**src/rtl/mips_multicycle_control.sv**
```systemverilog
// mips_multicycle_control
//   Multicycle control FSM for a shared-memory, single-ALU MIPS datapath.
//   Each instruction is sequenced over 3-5 states. Memory accesses wait on
//   MemReady, and a bounded wait counter aborts a stalled access back to IDLE.
//   Hold freezes the sequencer and suppresses every strobe. Unknown opcodes
//   are reported with a one-cycle IllegalOp pulse.
//
// Ports
//   clk        in   rising-edge clock
//   reset      in   asynchronous, active-low reset
//   OP[5:0]    in   opcode from the instruction register, sampled in DECODE
//   Zero       in   ALU zero flag, used in BRANCH
//   MemReady   in   memory completes the current access this cycle
//   Hold       in   freeze request from debug / hazard logic
//   PCWrite, IorD, IRWrite, MemRead, MemWrite, MemtoReg, RegDst, RegWrite,
//   ALUSrcA    out  datapath controls
//   ALUSrcB    out  00 B, 01 const 4, 10 sign-ext imm, 11 imm << 2
//   PCSource   out  00 ALU result, 01 ALUOut, 10 jump target
//   ALUOp      out  111 funct, 100 add, 101 or, 110 and, 011 lui, 001 sub
//   IllegalOp  out  pulse on an unknown opcode in DECODE
//   Timeout    out  pulse when a memory wait is aborted
//   State[3:0] out  current state encoding
module mips_multicycle_control #(
    parameter int ALUOP_WIDTH = 3,
    parameter int MAX_WAIT    = 15
) (
    input  logic                   clk,
    input  logic                   reset,
    input  logic [5:0]             OP,
    input  logic                   Zero,
    input  logic                   MemReady,
    input  logic                   Hold,
    output logic                   PCWrite,
    output logic                   IorD,
    output logic                   IRWrite,
    output logic                   MemRead,
    output logic                   MemWrite,
    output logic                   MemtoReg,
    output logic                   RegDst,
    output logic                   RegWrite,
    output logic                   ALUSrcA,
    output logic [1:0]             ALUSrcB,
    output logic [1:0]             PCSource,
    output logic [ALUOP_WIDTH-1:0] ALUOp,
    output logic                   IllegalOp,
    output logic                   Timeout,
    output logic [3:0]             State
);

    typedef enum logic [3:0] {
        S_IDLE      = 4'd0,
        S_FETCH     = 4'd1,
        S_DECODE    = 4'd2,
        S_MEM_ADDR  = 4'd3,
        S_MEM_READ  = 4'd4,
        S_MEM_WB    = 4'd5,
        S_MEM_WRITE = 4'd6,
        S_R_EXEC    = 4'd7,
        S_I_EXEC    = 4'd8,
        S_ALU_WB    = 4'd9,
        S_BRANCH    = 4'd10,
        S_JUMP      = 4'd11
    } state_t;

    // Instruction class captured in DECODE; later states only look at this.
    typedef enum logic [2:0] {
        CLS_NONE = 3'd0,
        CLS_R    = 3'd1,
        CLS_I    = 3'd2,
        CLS_LW   = 3'd3,
        CLS_SW   = 3'd4,
        CLS_BR   = 3'd5,
        CLS_J    = 3'd6
    } cls_t;

    localparam logic [5:0] OP_RTYPE = 6'h00;
    localparam logic [5:0] OP_J     = 6'h02;
    localparam logic [5:0] OP_BEQ   = 6'h04;
    localparam logic [5:0] OP_BNE   = 6'h05;
    localparam logic [5:0] OP_ADDI  = 6'h08;
    localparam logic [5:0] OP_ANDI  = 6'h0C;
    localparam logic [5:0] OP_ORI   = 6'h0D;
    localparam logic [5:0] OP_LUI   = 6'h0F;
    localparam logic [5:0] OP_LW    = 6'h23;
    localparam logic [5:0] OP_SW    = 6'h2B;

    localparam logic [2:0] ALU_FUNCT = 3'b111;
    localparam logic [2:0] ALU_ADD   = 3'b100;
    localparam logic [2:0] ALU_OR    = 3'b101;
    localparam logic [2:0] ALU_AND   = 3'b110;
    localparam logic [2:0] ALU_LUI   = 3'b011;
    localparam logic [2:0] ALU_SUB   = 3'b001;

    localparam int             CW         = (MAX_WAIT > 0) ? $clog2(MAX_WAIT + 1) : 1;
    localparam logic           TIMEOUT_EN = (MAX_WAIT != 0);
    localparam logic [CW-1:0]  MAX_CNT    = CW'(MAX_WAIT);
    localparam logic [CW-1:0]  CNT_SAT    = {CW{1'b1}};
    localparam logic [CW-1:0]  CNT_ONE    = CW'(1);
    localparam logic [CW-1:0]  CNT_ZERO   = {CW{1'b0}};

    state_t        state_q, state_d;
    cls_t          cls_q, cls_d;
    logic [2:0]    ialu_q, ialu_d;
    logic          bne_q, bne_d;
    logic [CW-1:0] cnt_q, cnt_d;

    logic [2:0]    alu_op_s;
    logic          wait_state_s;

    // State register, latched decode fields and memory wait counter.
    always_ff @(posedge clk or negedge reset) begin
        if (!reset) begin
            state_q <= S_IDLE;
            cls_q   <= CLS_NONE;
            ialu_q  <= 3'b000;
            bne_q   <= 1'b0;
            cnt_q   <= CNT_ZERO;
        end else begin
            state_q <= state_d;
            cls_q   <= cls_d;
            ialu_q  <= ialu_d;
            bne_q   <= bne_d;
            cnt_q   <= cnt_d;
        end
    end

    // Next-state, decode capture, wait counter and control outputs.
    always_comb begin
        state_d      = state_q;
        cls_d        = cls_q;
        ialu_d       = ialu_q;
        bne_d        = bne_q;
        cnt_d        = cnt_q;
        wait_state_s = 1'b0;
        alu_op_s     = 3'b000;
        PCWrite      = 1'b0;
        IorD         = 1'b0;
        IRWrite      = 1'b0;
        MemRead      = 1'b0;
        MemWrite     = 1'b0;
        MemtoReg     = 1'b0;
        RegDst       = 1'b0;
        RegWrite     = 1'b0;
        ALUSrcA      = 1'b0;
        ALUSrcB      = 2'b00;
        PCSource     = 2'b00;
        IllegalOp    = 1'b0;
        Timeout      = 1'b0;

        case (state_q)
            S_IDLE: begin
                state_d = S_FETCH;
            end
            S_FETCH: begin
                MemRead      = 1'b1;
                ALUSrcB      = 2'b01;
                alu_op_s     = ALU_ADD;
                // IR and PC+4 are only committed once the fetch data is there.
                IRWrite      = MemReady;
                PCWrite      = MemReady;
                wait_state_s = 1'b1;
                if (MemReady) begin
                    state_d = S_DECODE;
                end else begin
                    state_d = S_FETCH;
                end
            end
            S_DECODE: begin
                // Branch target PC + (imm << 2) is computed speculatively here.
                ALUSrcB  = 2'b11;
                alu_op_s = ALU_ADD;
                case (OP)
                    OP_RTYPE: begin cls_d = CLS_R;  state_d = S_R_EXEC; end
                    OP_ADDI:  begin cls_d = CLS_I;  ialu_d = ALU_ADD; state_d = S_I_EXEC; end
                    OP_ORI:   begin cls_d = CLS_I;  ialu_d = ALU_OR;  state_d = S_I_EXEC; end
                    OP_ANDI:  begin cls_d = CLS_I;  ialu_d = ALU_AND; state_d = S_I_EXEC; end
                    OP_LUI:   begin cls_d = CLS_I;  ialu_d = ALU_LUI; state_d = S_I_EXEC; end
                    OP_LW:    begin cls_d = CLS_LW; state_d = S_MEM_ADDR; end
                    OP_SW:    begin cls_d = CLS_SW; state_d = S_MEM_ADDR; end
                    OP_BEQ:   begin cls_d = CLS_BR; bne_d = 1'b0; state_d = S_BRANCH; end
                    OP_BNE:   begin cls_d = CLS_BR; bne_d = 1'b1; state_d = S_BRANCH; end
                    OP_J:     begin cls_d = CLS_J;  state_d = S_JUMP; end
                    default: begin
                        cls_d     = CLS_NONE;
                        IllegalOp = 1'b1;
                        state_d   = S_FETCH;
                    end
                endcase
            end
            S_MEM_ADDR: begin
                ALUSrcA  = 1'b1;
                ALUSrcB  = 2'b10;
                alu_op_s = ALU_ADD;
                if (cls_q == CLS_SW) begin
                    state_d = S_MEM_WRITE;
                end else begin
                    state_d = S_MEM_READ;
                end
            end
            S_MEM_READ: begin
                MemRead      = 1'b1;
                IorD         = 1'b1;
                wait_state_s = 1'b1;
                if (MemReady) begin
                    state_d = S_MEM_WB;
                end else begin
                    state_d = S_MEM_READ;
                end
            end
            S_MEM_WB: begin
                MemtoReg = 1'b1;
                RegWrite = 1'b1;
                state_d  = S_FETCH;
            end
            S_MEM_WRITE: begin
                MemWrite     = 1'b1;
                IorD         = 1'b1;
                wait_state_s = 1'b1;
                if (MemReady) begin
                    state_d = S_FETCH;
                end else begin
                    state_d = S_MEM_WRITE;
                end
            end
            S_R_EXEC: begin
                ALUSrcA  = 1'b1;
                ALUSrcB  = 2'b00;
                alu_op_s = ALU_FUNCT;
                state_d  = S_ALU_WB;
            end
            S_I_EXEC: begin
                ALUSrcA  = 1'b1;
                ALUSrcB  = 2'b10;
                alu_op_s = ialu_q;
                state_d  = S_ALU_WB;
            end
            S_ALU_WB: begin
                RegWrite = 1'b1;
                if (cls_q == CLS_R) begin
                    RegDst = 1'b1;
                end else begin
                    RegDst = 1'b0;
                end
                state_d = S_FETCH;
            end
            S_BRANCH: begin
                ALUSrcA  = 1'b1;
                ALUSrcB  = 2'b00;
                alu_op_s = ALU_SUB;
                PCSource = 2'b01;
                if (bne_q) begin
                    PCWrite = ~Zero;
                end else begin
                    PCWrite = Zero;
                end
                state_d = S_FETCH;
            end
            S_JUMP: begin
                PCSource = 2'b10;
                PCWrite  = 1'b1;
                state_d  = S_FETCH;
            end
            default: begin
                state_d = S_IDLE;
            end
        endcase

        // Wait counter: counts consecutive not-ready cycles in a memory state.
        if (wait_state_s) begin
            if (MemReady) begin
                cnt_d = CNT_ZERO;
            end else if (TIMEOUT_EN && (cnt_q == MAX_CNT)) begin
                // Abort the access; nothing may be committed on this cycle.
                Timeout  = 1'b1;
                state_d  = S_IDLE;
                cnt_d    = CNT_ZERO;
                PCWrite  = 1'b0;
                IRWrite  = 1'b0;
                RegWrite = 1'b0;
                MemWrite = 1'b0;
            end else if (cnt_q != CNT_SAT) begin
                cnt_d = cnt_q + CNT_ONE;
            end else begin
                cnt_d = cnt_q;
            end
        end else begin
            cnt_d = CNT_ZERO;
        end

        // Hold wins over everything: freeze state and kill every strobe,
        // while the mux selects keep showing the current state's values.
        if (Hold) begin
            state_d   = state_q;
            cls_d     = cls_q;
            ialu_d    = ialu_q;
            bne_d     = bne_q;
            cnt_d     = cnt_q;
            PCWrite   = 1'b0;
            IRWrite   = 1'b0;
            RegWrite  = 1'b0;
            MemWrite  = 1'b0;
            MemRead   = 1'b0;
            IllegalOp = 1'b0;
            Timeout   = 1'b0;
        end else begin
            state_d = state_d;
        end

        ALUOp      = {ALUOP_WIDTH{1'b0}};
        ALUOp[2:0] = alu_op_s;
        State      = state_q;
    end

endmodule

```
**config.mk**
```make
export PLATFORM = sky130hd
export DESIGN_NAME = mips_multicycle_control
export DESIGN_NICKNAME = d
export VERILOG_FILES = /design/src/rtl/mips_multicycle_control.sv
export SDC_FILE = /design/constraint.sdc
export NUM_CORES = 1
export LEC_CHECK = 0
export ABC_AREA = 1
export CAP_MARGIN = 20
export CORE_MARGIN = 4
export CORE_UTILIZATION = 40
export DETAILED_ROUTE_END_ITERATION = 16
export GPL_ROUTABILITY_DRIVEN = 0
export PLACE_DENSITY = 0.69
export SKIP_LAST_GASP = 1
export SLEW_MARGIN = 20
export SYNTH_ARGS = -nofsm -noshare
export SYNTH_HDL_FRONTEND = slang
export SYNTH_SLANG_ARGS = --single-unit
```
**constraint.sdc**
```tcl
create_clock -name clk -period 3 [get_ports clk]
set_input_delay 0.6 -clock clk [delete_from_list [all_inputs] [get_ports clk]]
set_output_delay 0.6 -clock clk [all_outputs]
set_load 0.01 [all_outputs]
```
==> impl_metrics.ini <==
[critical_path]
cp_common_cell = clkdlybuf4s50_1
slowest_delay_ns = 0.47
path_buf_inv = 3
crit_slowest_cell = clkdlybuf4s50_1
worstSetupEndpointType = output port
required_ns = 2.40
reg2reg_depth = 8
crit_fanout = 3
crit_arrival_ns = 2.15
path_depth = 6
critical-path-top-delay-family = buffers and inverters
cp-start-kind = primary input
critical_path_class = primary input to output port
crit_path_cell_trace = clkdlybuf4s50_1 -> nor3_1 -> a21oi_2 -> o21ai_1 -> inv_1 -> clkdlybuf4s50_1

[final_layout]
n_antenna_cell = 0
fin_nets = 239
register_area_um2 = 375
mostFrequentLayoutCell = nand2_1
area_growth_syn_to_layout_pct = 36.0
layout-drive-gt1-share_pct = 12.4
multi_input_area_um2 = 664
mostFrequentLayoutCells = 47 x nand2_1, 31 x clkdlybuf4s50_1, 26 x inv_1, 26 x nor2_1, 15 x dfrtp_1
fill_cells = 290

[die]
die_x_um = 61.9
coreArea_um2 = 2760
start_util_pct = 42.2
dieArea_um2 = 3840
die_h_um = 61.9
ios = 33
row_count = 19

[sta]
finalSetupViolCount = 0
maxSlewHeadroom_pct = 55.7
finClkSkew_ns = 0.00268
max_freq_mhz = 364
finalCritPeriodShare_pct = 91.5
rsz0062_at_grt = no
fin_crit_ns = 2.75
fin_ws_ns = 0.255
hold_viol_final = 0
tightest_slew_ns = 0.663
drv_slew = 0

[cts]
cts_tree = done
clkTransAtPathRegs_ns = 0.09
cts_buffer_depth = 2
cts_inserted_buffers = 3
insertion_delay_ns = 0.28
cts-root-buf = clkbuf_4
cts.sinks = 15
h-tree-depth = 1

[min_path]
hp-class = flip-flop to flip-flop
hold_path_depth = 2

[flow_run]
drv_cap = 0

[pwr]
total_power_uw = 1090
vdd_drop_max_mv = 0.501
p_leak_uw = 0.000785
power-per-cell-area_nw_per_um2 = 691

[yosys]
ys_seq_area_share_pct = 32.3
synth-simple-area-share_pct = 40.5
synth_seq_cells = 15
ys_warn_count = 0
synth_top_area_share_pct = 32.3
synth_fa_ha_area_share_pct = 1.08
synthXorXnorAreaFrac_pct = 0.753
synth.area.top_cells = dfrtp_1 32%, nand2_1 15%, inv_1 8.4%
synth.avg_cell_area_um2 = 6.26
synthMuxAreaShare_pct = 0
synth_compound_area_share_pct = 14.7
yosysTopAreaCell = dfrtp_1
synthCells = 186
synth_top_family_by_area = simple AND/OR/NAND/NOR gates
synthesis.nets = 198
synth_cell_types = 24
netlist_area_um2 = 1160

[detailed_routing]
vias = 1312
dr.first_iter.drc_count = 60
routedWlPerCell_um = 11.8
wl_mm = 3.04
final_antenna_net_count = 0
via_per_inst = 5.11
drc_errors = 0
drt-pass1-iter-count = 4
wl_met1_mm = 1.32
wl_met2_mm = 1.50
dr_wl_met3_um = 179
routed.top_layer = met4

[global_routing]
grt_pass1_wl_mm = 5.27
grt_max_degree = 16
first_global_vias = 1239
grtUsageTotal_pct = 18.2
antenna_found_initial = 0
grt-ovfl-total = 0

[outcome]
status = completed

[placement]
portBuffers = 32
place_ws_ns = -0.0450
hpwl_mm = 2.53
[worst register-to-register path, stage by stage, from the launching register on]
cell	delay, ns
dfrtp_1	0.40
ha_1	0.19
nand2_1	0.09
nor3_1	0.32
a21oi_2	0.14
o21ai_2	0.08
inv_1	0.07
nand2_1	0.06
o21ai_1	0.05
[metrics by stage]
| step | cells | TNS [ns] | instance area [um^2] | hold WS, ns | utilization [%] |
|---|---|---|---|---|---|
| after floorplan | 186 | 0 | 1160 | 0.304 | - |
| after global placement | 253 | 0 | 1560 | 0.500 | 56.4 |
| after detailed placement | 253 | -0.0450 | 1560 | 0.513 | 56.4 |
| after CTS | 257 | 0 | 1580 | 0.539 | 57.4 |
| after global routing | 257 | 0 | 1580 | 0.571 | 57.4 |
| final | 257 | 0 | 1580 | 0.534 | 57.4 |
[layer usage]
layer	GRT usage [%]	vias to the layer above
met1	23.1	589
met5	0	-
li1	-	682
met3	1.86	4
met2	31.4	37
met4	7.58	0
[worst paths after layout]
path	start	slack, ns	to
max	MemReady	0.25	PCWrite
min in group asynchronous	reset	0.71	ialu_q[0]$_DFFE_PN0P_
max in group asynchronous	reset	1.86	State[0]$_DFFE_PN0N_
min reg2reg	cnt_q[1]$_DFFE_PN0N_	0.53	cnt_q[1]$_DFFE_PN0N_
min	cnt_q[1]$_DFFE_PN0N_	0.53	cnt_q[1]$_DFFE_PN0N_
max reg2reg	cnt_q[0]$_DFFE_PN0N_	1.51	State[1]$_DFFE_PN0N_
[cells in the mapped netlist]
master,n
a21oi_1,8
a21oi_2,1
a31oi_1,1
clkbuf_1,1
dfrtp_1,15
ha_1,1
inv_1,26
inv_2,6
nand2_1,47
nand2_2,4
nand3_1,14
nand4_1,1
nor2_1,26
nor2_2,3
nor2_4,4
nor3_1,4
nor4_1,2
o211ai_1,1
o21ai_0,13
o21ai_1,3
o21ai_2,1
o22ai_1,2
o31ai_1,1
xor2_1,1
[logic make-up (layout without fill, tap and decap cells)]
logic type	Yosys count	in the layout
compound gates	31	31
xor+xnor	1	1
fa+ha+maj	1	1
buf+inv	33	73
flops	15	15
simple gates	105	105
[flip-flops by register name (all words and copies together) (netlist names)]
register,cells
State,4
bne_q,1
cls_q,3
cnt_q,4
ialu_q,3
[timing repair]
action | 4_1_cts | 5_1_grt
endpoints found under the setup margin | 1 | 0
setup buffers | 0 | 0
hold buffers | 0 | 0
gates resized for setup | 1 | 0
endpoints found under the hold margin | 0 | 0
[cell type report]
type	instances	share of cell area [%]
Tap cell	31	2.45
Timing Repair Buffer	37	22.5
Sequential cell	15	23.7
Clock buffer	3	1.42
Clock inverter	1	0.316
Multi-Input combinational cell	138	42.0
Inverter	32	7.59
[power breakdown]
| group | total (uW) | internal (uW) | switching [uW] |
|---|---|---|---|
| combinational | 657 | 292 | 366 |
| sequential | 321 | 260 | 61.2 |
| clock | 116 | 49.4 | 66.6 |
| total | 1090 | 601 | 493 |
No activity file was read; power rests on OpenSTA's default activity.
